===== config.mk =====
export PLATFORM = sky130hd
export DESIGN_NAME = decoder_pipe
export DESIGN_NICKNAME = d
export VERILOG_FILES = /design/src/rtl/decoder_pipe.sv
export SDC_FILE = /design/constraint.sdc
export NUM_CORES = 1
export LEC_CHECK = 0
export CAP_MARGIN = 20
export CORE_UTILIZATION = 50
export DETAILED_ROUTE_END_ITERATION = 6
export GPL_TIMING_DRIVEN = 1
export PLACE_DENSITY = 0.89
export SLEW_MARGIN = 10
export SYNTH_ARGS = -nofsm -noshare
export SYNTH_HDL_FRONTEND = slang
export SYNTH_SLANG_ARGS = --single-unit

===== constraint.sdc =====
create_clock -name clk -period 2.3 [get_ports clk]
set_input_delay 0.345 -clock clk [delete_from_list [all_inputs] [get_ports clk]]
set_output_delay 0.345 -clock clk [all_outputs]
set_load 0.02 [all_outputs]

===== src/rtl/decoder_pipe.sv =====
// decoder_pipe: registered 3-to-8 binary-to-one-hot decoder.
// A valid/ready handshake is used on both sides. Storage is the output
// register (OREG) plus a one-entry skid register (SREG), in FIFO order.
// A wrap-around count of delivered vectors is kept for debug.
module decoder_pipe #(
    parameter int CNT_W = 8
) (
    input  logic             clk,
    input  logic             rst,
    input  logic [2:0]       din,
    input  logic             en,
    input  logic             in_valid,
    output logic             in_ready,
    output logic [7:0]       dout,
    output logic             out_valid,
    input  logic             out_ready,
    output logic [CNT_W-1:0] count
);

    typedef enum logic [1:0] {
        ST_EMPTY = 2'b00,
        ST_ONE   = 2'b01,
        ST_FULL  = 2'b10
    } state_t;

    // One-hot decode of a code.
    // A disabled word is all-zero but still occupies a storage slot.
    function automatic logic [7:0] decode_word(input logic [2:0] code, input logic enable);
        logic [7:0] word;
        word = 8'h00;
        if (enable) begin
            case (code)
                3'd0:    word = 8'h01;
                3'd1:    word = 8'h02;
                3'd2:    word = 8'h04;
                3'd3:    word = 8'h08;
                3'd4:    word = 8'h10;
                3'd5:    word = 8'h20;
                3'd6:    word = 8'h40;
                3'd7:    word = 8'h80;
                default: word = 8'h00;
            endcase
        end else begin
            word = 8'h00;
        end
        return word;
    endfunction

    state_t           state_r;
    state_t           state_nxt_s;
    logic [7:0]       oreg_r;
    logic [7:0]       oreg_nxt_s;
    logic [7:0]       sreg_r;
    logic [7:0]       sreg_nxt_s;
    logic             in_ready_r;
    logic             out_valid_r;
    logic [CNT_W-1:0] count_r;
    logic [7:0]       word_s;
    logic             acc_s;
    logic             pop_s;

    // Handshake qualifiers.
    // They use only registered ready/valid, so no combinational path exists
    // from out_ready to in_ready.
    assign acc_s  = in_valid & in_ready_r;
    assign pop_s  = out_valid_r & out_ready;
    assign word_s = decode_word(din, en);

    // Next-state and next-data selection for the OREG/SREG queue.
    always_comb begin
        state_nxt_s = state_r;
        oreg_nxt_s  = oreg_r;
        sreg_nxt_s  = sreg_r;
        case (state_r)
            ST_EMPTY: begin
                if (acc_s) begin
                    state_nxt_s = ST_ONE;
                    oreg_nxt_s  = word_s;
                end else begin
                    state_nxt_s = ST_EMPTY;
                end
            end
            ST_ONE: begin
                if (acc_s && !pop_s) begin
                    state_nxt_s = ST_FULL;
                    sreg_nxt_s  = word_s;
                end else if (pop_s && !acc_s) begin
                    state_nxt_s = ST_EMPTY;
                    oreg_nxt_s  = 8'h00;
                end else if (acc_s && pop_s) begin
                    state_nxt_s = ST_ONE;
                    oreg_nxt_s  = word_s;
                end else begin
                    state_nxt_s = ST_ONE;
                end
            end
            ST_FULL: begin
                if (pop_s) begin
                    state_nxt_s = ST_ONE;
                    oreg_nxt_s  = sreg_r;
                    sreg_nxt_s  = 8'h00;
                end else begin
                    state_nxt_s = ST_FULL;
                end
            end
            default: begin
                state_nxt_s = ST_EMPTY;
                oreg_nxt_s  = 8'h00;
                sreg_nxt_s  = 8'h00;
            end
        endcase
    end

    // State, data and registered handshake flags.
    // Reset has priority and discards any held words.
    always_ff @(posedge clk) begin
        if (rst) begin
            state_r     <= ST_EMPTY;
            oreg_r      <= 8'h00;
            sreg_r      <= 8'h00;
            in_ready_r  <= 1'b1;
            out_valid_r <= 1'b0;
        end else begin
            state_r     <= state_nxt_s;
            oreg_r      <= oreg_nxt_s;
            sreg_r      <= sreg_nxt_s;
            in_ready_r  <= (state_nxt_s != ST_FULL);
            out_valid_r <= (state_nxt_s != ST_EMPTY);
        end
    end

    // Delivered-vector counter.
    // It advances only on an output transfer and wraps naturally.
    always_ff @(posedge clk) begin
        if (rst) begin
            count_r <= '0;
        end else if (pop_s) begin
            count_r <= count_r + CNT_W'(1);
        end else begin
            count_r <= count_r;
        end
    end

    assign in_ready  = in_ready_r;
    assign out_valid = out_valid_r;
    assign dout      = oreg_r;
    assign count     = count_r;

endmodule


==> results of run 1 <==
path summary, 6_finish.rpt:
check / endpoint / slack (ns)
min reg2reg: dout[2]$_SDFFE_PP0P_ / 0.49
min: dout[2]$_SDFFE_PP0P_ / 0.49
max reg2reg: dout[0]$_SDFFE_PP0P_ / 0.50
max: dout[0]$_SDFFE_PP0P_ / 0.44
report_power, final:
group          internal, uW  switching, uW  total (uW)  leakage [uW]
clock                  61.8            143         205     0.0000138
sequential              497           11.1         508      0.000226
combinational          64.0           89.4         153      0.000356
total                   623            243         866      0.000596
worst min-delay path: cells and delay by family (launching register included):
| family | cells | cell delay [ns] |
|---|---|---|
| flip-flops | 1 | 0.33 |
| AO/OA/AOI/OAI | 2 | 0.12 |
cells by family (layout without fill, tap and decap cells):
family | after synthesis | count (layout) | synth area share, %
DFF | 28 | 28 | 42.2
xor gates and xnor gates | 7 | 7 | 4.61
buffers and inverters | 12 | 33 | 3.86
adders and majority gates | 4 | 4 | 3.77
and+or+nand+nor | 63 | 63 | 26.4
AOI/OAI and AO/OA | 41 | 41 | 19.2
Yosys cell counts, types with 4 or more instances:
cell type	number	share of area [%]
clkbuf_1	4	1.1
and2_1	9	4.2
o21ai_0	13	4.9
dfxtp_1	28	42
a21oi_1	11	4.1
a22oi_1	6	3.4
nand2_1	10	2.8
xor2_1	6	4.0
nand4_1	4	1.9
nor2_1	18	5.1
ha_1	4	3.8
state kept, by name, summed over array words and instances, names as in the netlist:
register / flops
count: 8
dout: 8
sreg_r: 8
in_ready: 1
out_valid: 1
state_r: 2
layout make-up:
class	count	area share, %
clock buffer	3	1.39
inverter	2	0.464
multi-input combinational	115	44.3
tap	30	2.32
timing repair buffer	28	16.9
sequential	28	34.6
routing by layer:
layer | track usage (%) | vias up | share of wire [%]
met5 | 0 | - | 0
met4 | 9.65 | 0 | 1.7
met3 | 3.39 | 5 | 3.5
met2 | 42.1 | 33 | 52
met1 | 27.9 | 544 | 43
li1 | - | 592 | -
through the flow:
stage,total power (uW),util [%],cell area [sq um]
after detailed placement,669,63.8,1600
after global routing,901,64.7,1620
after CTS,868,64.7,1620
final,866,64.7,1620
after global placement,662,63.8,1600
after floorplan,617,-,1330
==> results.md, run 1 <==
Die:
- The height of the chip is 53.6 microns.
- The floorplan core area is 0.00250 sq mm.
- In this run the horizontal extent of the chip is between 50 and 60 microns.
- The starting density of the core is 53.2%.
- Pin placement for this block handled 26 I/O pins.
- The area of the die is around 0.0029 sq mm.
- The number of standard-cell rows in the floorplan is 18.

Finish:
- The top cell types in the final layout, fill and taps aside, are dfxtp_1 (28), clkdlybuf4s50_1 (25), nor2_1 (18).
- At the end of the flow, the number of nets in the layout was 190.
- In the final layout, the multi-input gates occupy between 700 and 800 sq um.
- The repair_antennas step left the layout with diodes totalling 0.
- The final standard cell count with taps included and fillers excluded is 206.
- Fill cells in the final layout number 203.
- From synthesis to final layout, the design area changed by 21.8%.
- The commonest non-fill, non-tap cell in the layout is dfxtp_1.
- The post-route netlist has slightly above 5% of its cells at a drive strength greater than 1.
- The sequential cells in the finished layout cover a total of about 560 sq um.

STA:
- The setup violation total in the final timing report is 0.
- Setup repair after global routing left no endpoint under its margin.
- The highest attainable clock frequency is between 500 and 600 MHz.
- The count of endpoints failing hold in the final timing report is 0.
- The summed negative setup slack over all endpoints is 0 ns.
- Dividing the final minimum period by the clock period gives roughly 81%.
- The setup slack of the critical path after layout is 0.439 ns.
- The relative slew slack is between 60 and 70%.
- The worst-case hold slack is between 0.4 and 0.5 ns.
- The number of max-slew violations in the final report was 0.
- The clock skew after layout is around 0.0025 ns.
- For the finished layout, the period the worst path requires is 1.86 ns.
- At the pin with the least slew margin, the transition time is 0.572 ns.

Detailed routing:
- In this run the remaining antenna-violating nets after routing total 0.
- Detailed routing inserted a total of around 1200 vias.
- In the final routed layout, each cell accounts on average for 14.5 microns.
- The first detailed-routing pass took 4 iterations.
- The number of violations reported at the end of detailed-routing iteration 0 is 25.
- The via density per instance is 5.70.
- The total wire length is between 2000 and 3000 microns.
- After detailed routing, the number of remaining DRC violations is 0.

Hold path:
- The hold path startpoint is dout[2]$_SDFFE_PP0P_.
- The worst hold path passes through 2 cells.
- The worst min-delay path class is register to register.

Clock network:
- After clock tree synthesis, the clock-pin slew on the worst setup and hold paths is 0.14 ns.
- The number of buffers inserted for hold repair after clock tree synthesis is 0.
- Counting every sink on the clock net gives 28.
- The depth of the CTS H-tree is 1.
- The maximum number of buffers from clock root to sink is 2.
- TritonCTS built the clock tree.
- At the later pin of the worst-skew pair, clock insertion delay measures 0.33 ns.
- In this run the post-CTS setup repair buffer count came out at 0.
- Gates resized during post-CTS repair numbered 0.
- The clock tree root driver cell is clkbuf_4.
- The number of buffers created by CTS is 3.

Placement:
- The count of port buffers added during placement is 25.
- The total half-perimeter wirelength after legalization and detailed placement is 2250 microns.
- The number of placed cells counting well taps is between 200 and 250.
- The routability-driven placement congestion ratio is about 0.96.
- The pre-CTS worst setup slack is approximately 0.080 ns.

Power and ir drop:
- The peak ir drop on the vdd network is approximately 0.4 mV.
- The total power divided by cell area is between 500 and 600 mW/mm^2.
- The total leakage power is 0.000596 uW.

Critical path:
- The nature of the critical path startpoint is an input pin.
- The kind of capture point of the worst setup path is a register.
- In this run the number of cells on the critical path is 8.
- Data on the critical path is required at its endpoint by 2.54 ns.
- The top fanout value on the critical path is 8.
- The path type of the worst setup path is input pin to register.
- On the critical path, the stage with the largest delay is an instance of a221o_1.
- In this run the worst setup path begins at out_ready.
- The count of cells along the worst register-to-register path is 7.
- The delay of the slowest critical-path stage is about 0.44 ns.
- The kind of cell with the highest combined delay along the critical path is compound AO/OA/AOI/OAI gates.
- For the worst setup path, the data arrival time is approximately 2.1 ns.
- Counting both buffers and inverters, the worst setup path holds a total of 2.
- The worst register-to-register path begins at out_valid$_SDFF_PP0_.
- The signal on the critical path passes through clkdlybuf4s50_1, nand2_1, inv_1, ha_1, o21ba_2, a221o_1, o21ai_0, a21oi_1.

Global routing:
- The number of global-route vias before repair is about 1100.
- The overall fraction of global-route tracks in use is 23.5%.
- The number of antenna violations at the first check in global routing was 0.
- The first global-routing pass estimated between 4000 and 5000 microns of wire.
- After global routing the overflow that remains totals 0.
- Entering global routing, the biggest net connects 17 pins.

Logic synthesis:
- The netlist uses 38 different library cells.
- The portion of the post-synthesis area used by sequential elements is 42.2%.
- The number of flops mapped to enable cells by yosys is 0.
- The Yosys step of the flow raised 0 warnings.
- In this run the cell area of the synthesized design comes to ~0.0013 sq mm.
- The synthesized net count is ~170.
- The synthesized area divided by synthesized cell count is 8.57 sq um.
- For this run, the leading register cell type out of synthesis is dfxtp_1.
- The cell count after synthesis came out at 155.
- The async set-or-reset flop fraction in the synthesized netlist is 0%.
- Synthesis inferred 28 register bits.

Run status:
- The run finished with clean final reports.

Job:
- The number of max-cap violations is 0.
No activity file was read; power rests on OpenSTA's default activity.
==> inputs of run 2 (changes only) <==
--- a/config.mk
+++ b/config.mk
@@ -6,10 +6,10 @@
 export NUM_CORES = 1
 export LEC_CHECK = 0
 export CAP_MARGIN = 20
-export CORE_UTILIZATION = 50
+export CORE_UTILIZATION = 45
 export DETAILED_ROUTE_END_ITERATION = 6
 export GPL_TIMING_DRIVEN = 1
-export PLACE_DENSITY = 0.89
+export PLACE_DENSITY = 0.85
 export SLEW_MARGIN = 10
 export SYNTH_ARGS = -nofsm -noshare
 export SYNTH_HDL_FRONTEND = slang
==> constraint.sdc (replaced) <==
create_clock -name clk -period 1.5 [get_ports clk]
set_input_delay 0.225 -clock clk [delete_from_list [all_inputs] [get_ports clk]]
set_output_delay 0.225 -clock clk [all_outputs]
set_load 0.02 [all_outputs]
==> run 2 against run 1 <==
  * The flow now finishes with violations (negative setup slack)
  * Clock skew is 0.0071 ns higher
  * Die area is 11% higher
  * Clock-buffer cell count is 1 higher
  * Non-clock buffer count is 13 higher
  * Combinational power is 110% higher
  * Global-route usage is 1.5 points lower
  * Worst hold slack hardly changed
  * Critical endpoint is now dout[3]$_SDFFE_PP0P_
==> results.md, run 2 (synthesized netlist as in run 1, its figures left out) <==
Run status:
- The flow ran to the end, but the final reports show violations.
- The final reports fail on negative setup slack.

Detailed routing:
- The number of detailed-route iterations in the first pass is 4.
- After detailed routing, the number of remaining DRC violations is 0.
- After detailed routing, the average wire length per cell comes to 14.7 microns.
- The number of nets with antenna violations after detailed routing is 0.
- The final layout contains routed wiring with a total length of approximately 3200 microns.
- The via density per instance is between 5 and 6.
- The number of violations reported at the end of detailed-routing iteration 0 is 28.
- Across all layers, the routed design uses approximately 1200 vias.

Power and ir drop:
- The total design power is approximately 1400 uW.
- The total leakage power is 0.000757 uW.
- The part of the power in the clock network is 22.6%.
- In this run, the combinational gates consume 22.2% of the power.
- VDD sags by at most between 0.9 and 1 mV.
- The internal power of the cells totals between 1000 and 1500 uW.
- The analysis attributes to net switching a power of slightly above 400 uW.
- In this run, flip-flops and latches consume between 50% and 60% of the power.
- The total power divided by cell area is about 770 mW/mm^2.
- Of the total power, the share spent switching nets is between 20% and 30%.

Clock network:
- The number of clock sinks seen by CTS is 28.
- The clock passes through at most 2 buffers.
- Clock tree synthesis inserted a total of 3 buffers.
- The TritonCTS clock tree is done.
- The root buffer cell chosen for the clock tree is clkbuf_4.
- The post-CTS clock slew at the launch and capture registers of the worst setup and hold paths is about 0.15 ns.
- Clock latency on the worst-skew pair, taken at its later pin, is roughly 0.33 ns.
- In this run the number of H-tree levels came out at 1.
- In this run, post-CTS hold repair placed 0 buffers.

Critical path:
- In this run the critical register-to-register path is captured at dout[3]$_SDFFE_PP0P_.
- The nature of the critical path startpoint is a register.
- The critical path is of the register to register type.
- The worst setup path startpoint is out_valid$_SDFF_PP0_.
- The origin of the critical flop-to-flop path is out_valid$_SDFF_PP0_.
- The arrival time reported for the critical path endpoint is between 1.5 and 2 ns.
- The top fanout value on the critical path is 8.
- The kind of capture point of the worst setup path is a register.
- The most critical setup path has its endpoint at dout[3]$_SDFFE_PP0P_.
- In this run the register-to-register setup slack is -0.12 ns.
- The count of cells along the worst register-to-register path is 7.
- Data on the critical path is required at its endpoint by approximately 1.7 ns.

Finish:
- Cells fill 66.8% of the core in the end.
- The top cell types in the final layout, fill and taps aside, are dfxtp_1 (26), dlygate4sd2_1 (19), nor2_1 (18).
- Leaving out filler cells and counting taps, the final layout contains around 220.
- The commonest non-fill, non-tap cell in the layout is dfxtp_1.
- 0 antenna diodes ended up in the layout.
- Of the cells placed in the final design, the portion with a size suffix greater than 1 is between 20% and 30%.
- At the end of the flow, the number of nets in the layout was between 200 and 250.
- The area growth from synthesis to layout is 39.9%.

Hold path:
- The worst min-delay path class is register to register.

STA:
- Setup repair after global routing could not meet its margin everywhere.
- The highest attainable clock frequency is between 600 and 700 MHz.
- Setup violations remaining at the end of the flow were counted as 10.
- The minimum clock period is about 1.6 ns.
- The worst-case hold slack is approximately 0.5 ns.
- The relative slew slack is approximately three quarters.
- The portion of the clock cycle consumed by the worst path in the final layout is 108%.
- The clock skew after layout is 0.00960 ns.
- The count of endpoints failing hold in the final timing report came to 0.
- The setup slack of the critical path after layout is -0.122 ns.
- The number of max-slew violations in the final report is 0.
- At the pin with the least slew margin, the transition time is 0.368 ns.

Global routing:
- The global-route wire length before repair is 5390 microns.
- The number of global-route vias before repair is about 1200.
- The pin count of the biggest net entering global routing is 16.
- For this run, the total global-route usage over all layers was measured as 22.0%.
- The number of antenna violations at the first check in global routing came to 0.
- After global routing the overflow that remains totals 0.

Die:
- Pin placement for this block handled 26 I/O pins.
- Measured along the x axis, the die boundary spans approximately 56 microns.
- The starting density of the core is between 40% and 50%.
- After floorplanning, the core was divided into 19 placement rows.
- The floorplan step defined a core boundary enclosing around 0.0028 sq mm.
- The area of the die is about 0.0032 sq mm.
- The die is about 56 microns tall.

Placement:
- The total half-perimeter wirelength after legalization and detailed placement is roughly 2300 microns.
- The routability-driven placement congestion ratio is 0.835.
- In this run the tool buffered the top-level ports with 25 buffer cells.
- The number of placed cells counting well taps is about 210.
- The pre-CTS worst setup slack is -0.602 ns.

Job:
- Across the run, the number of max-cap violations was 0.
[run 2: cell types whose count changed in the layout (fill, tap and decap cells not counted), moves of 3 or more]
cell,change
a21oi_1,-3
ha_4,+3
o21ai_0,-7
ha_1,-3
buf_4,+11
clkdlybuf4s50_1,-19
o21ai_2,+7
dlygate4sd2_1,+19
[run 2: area by class of cell]
cell class                 instances  area (sq um)
tap                               31          38.8
sequential                        28           566
multi-input combinational        115           853
inverter                           2          12.5
timing repair buffer              41           363
clock buffer                       4          26.3
fill                             229           922
[run 2: metrics by stage]
| stage | instance area [sq um] | setup TNS [ns] |
|---|---|---|
| after floorplan | 1380 | -0.977 |
| after global placement | 1720 | -7.83 |
| after detailed placement | 1720 | -9.51 |
| after CTS | 1780 | -0.977 |
| after global routing | 1860 | -1.45 |
| final | 1860 | -0.879 |
[run 2: routing by layer]
metal / up-vias / track usage [%] / share of wire, %
met2: 39 / 37.2 / 48
met1: 577 / 25.6 / 44
met5: - / 0 / 0
met4: 0 / 11.8 / 3.1
li1: 616 / - / -
met3: 11 / 5.30 / 4.4
[run 2: power groups by stage]
| stage | sequential, uW | clock [uW] | combinational, uW |
|---|---|---|---|
| final | 785 | 321 | 316 |
| after global routing | 787 | 369 | 342 |
| after CTS | 784 | 336 | 290 |
| after detailed placement | 799 | 0 | 274 |
| after global placement | 798 | 0 | 265 |
| after floorplan | 810 | 0 | 156 |
[run 2: how the worst min path moves through the flow]
stage                               startpoint  slack [ns]                    end  cells past startpoint
after floorplan                      out_ready        0.43  count[1]$_SDFFE_PP0P_                      3
after global placement    dout[6]$_SDFFE_PP0P_        0.46   dout[6]$_SDFFE_PP0P_                      2
after detailed placement  dout[3]$_SDFFE_PP0P_        0.48   dout[3]$_SDFFE_PP0P_                      2
after CTS                 dout[7]$_SDFFE_PP0P_        0.49   dout[7]$_SDFFE_PP0P_                      2
after global routing      dout[5]$_SDFFE_PP0P_        0.51   dout[5]$_SDFFE_PP0P_                      2
final                     dout[2]$_SDFFE_PP0P_        0.49   dout[2]$_SDFFE_PP0P_                      2
[run 2: what timing repair did]
action                                 in CTS  in global routing
setup buffers                               2                  1
setup endpoints to repair                  34                 13
pin swaps                                   4                 13
gates resized for setup                    25                 20
endpoints found under the hold margin       0                  0
[run 2: critical path, stage by stage, from the launching register on]
cell and delay [ns]:
dfxtp_4 0.38, nand2_4 0.08, inv_4 0.06, ha_4 0.15, o21ba_4 0.21, a221o_2 0.46, o21ai_1 0.12, a21oi_1 0.07
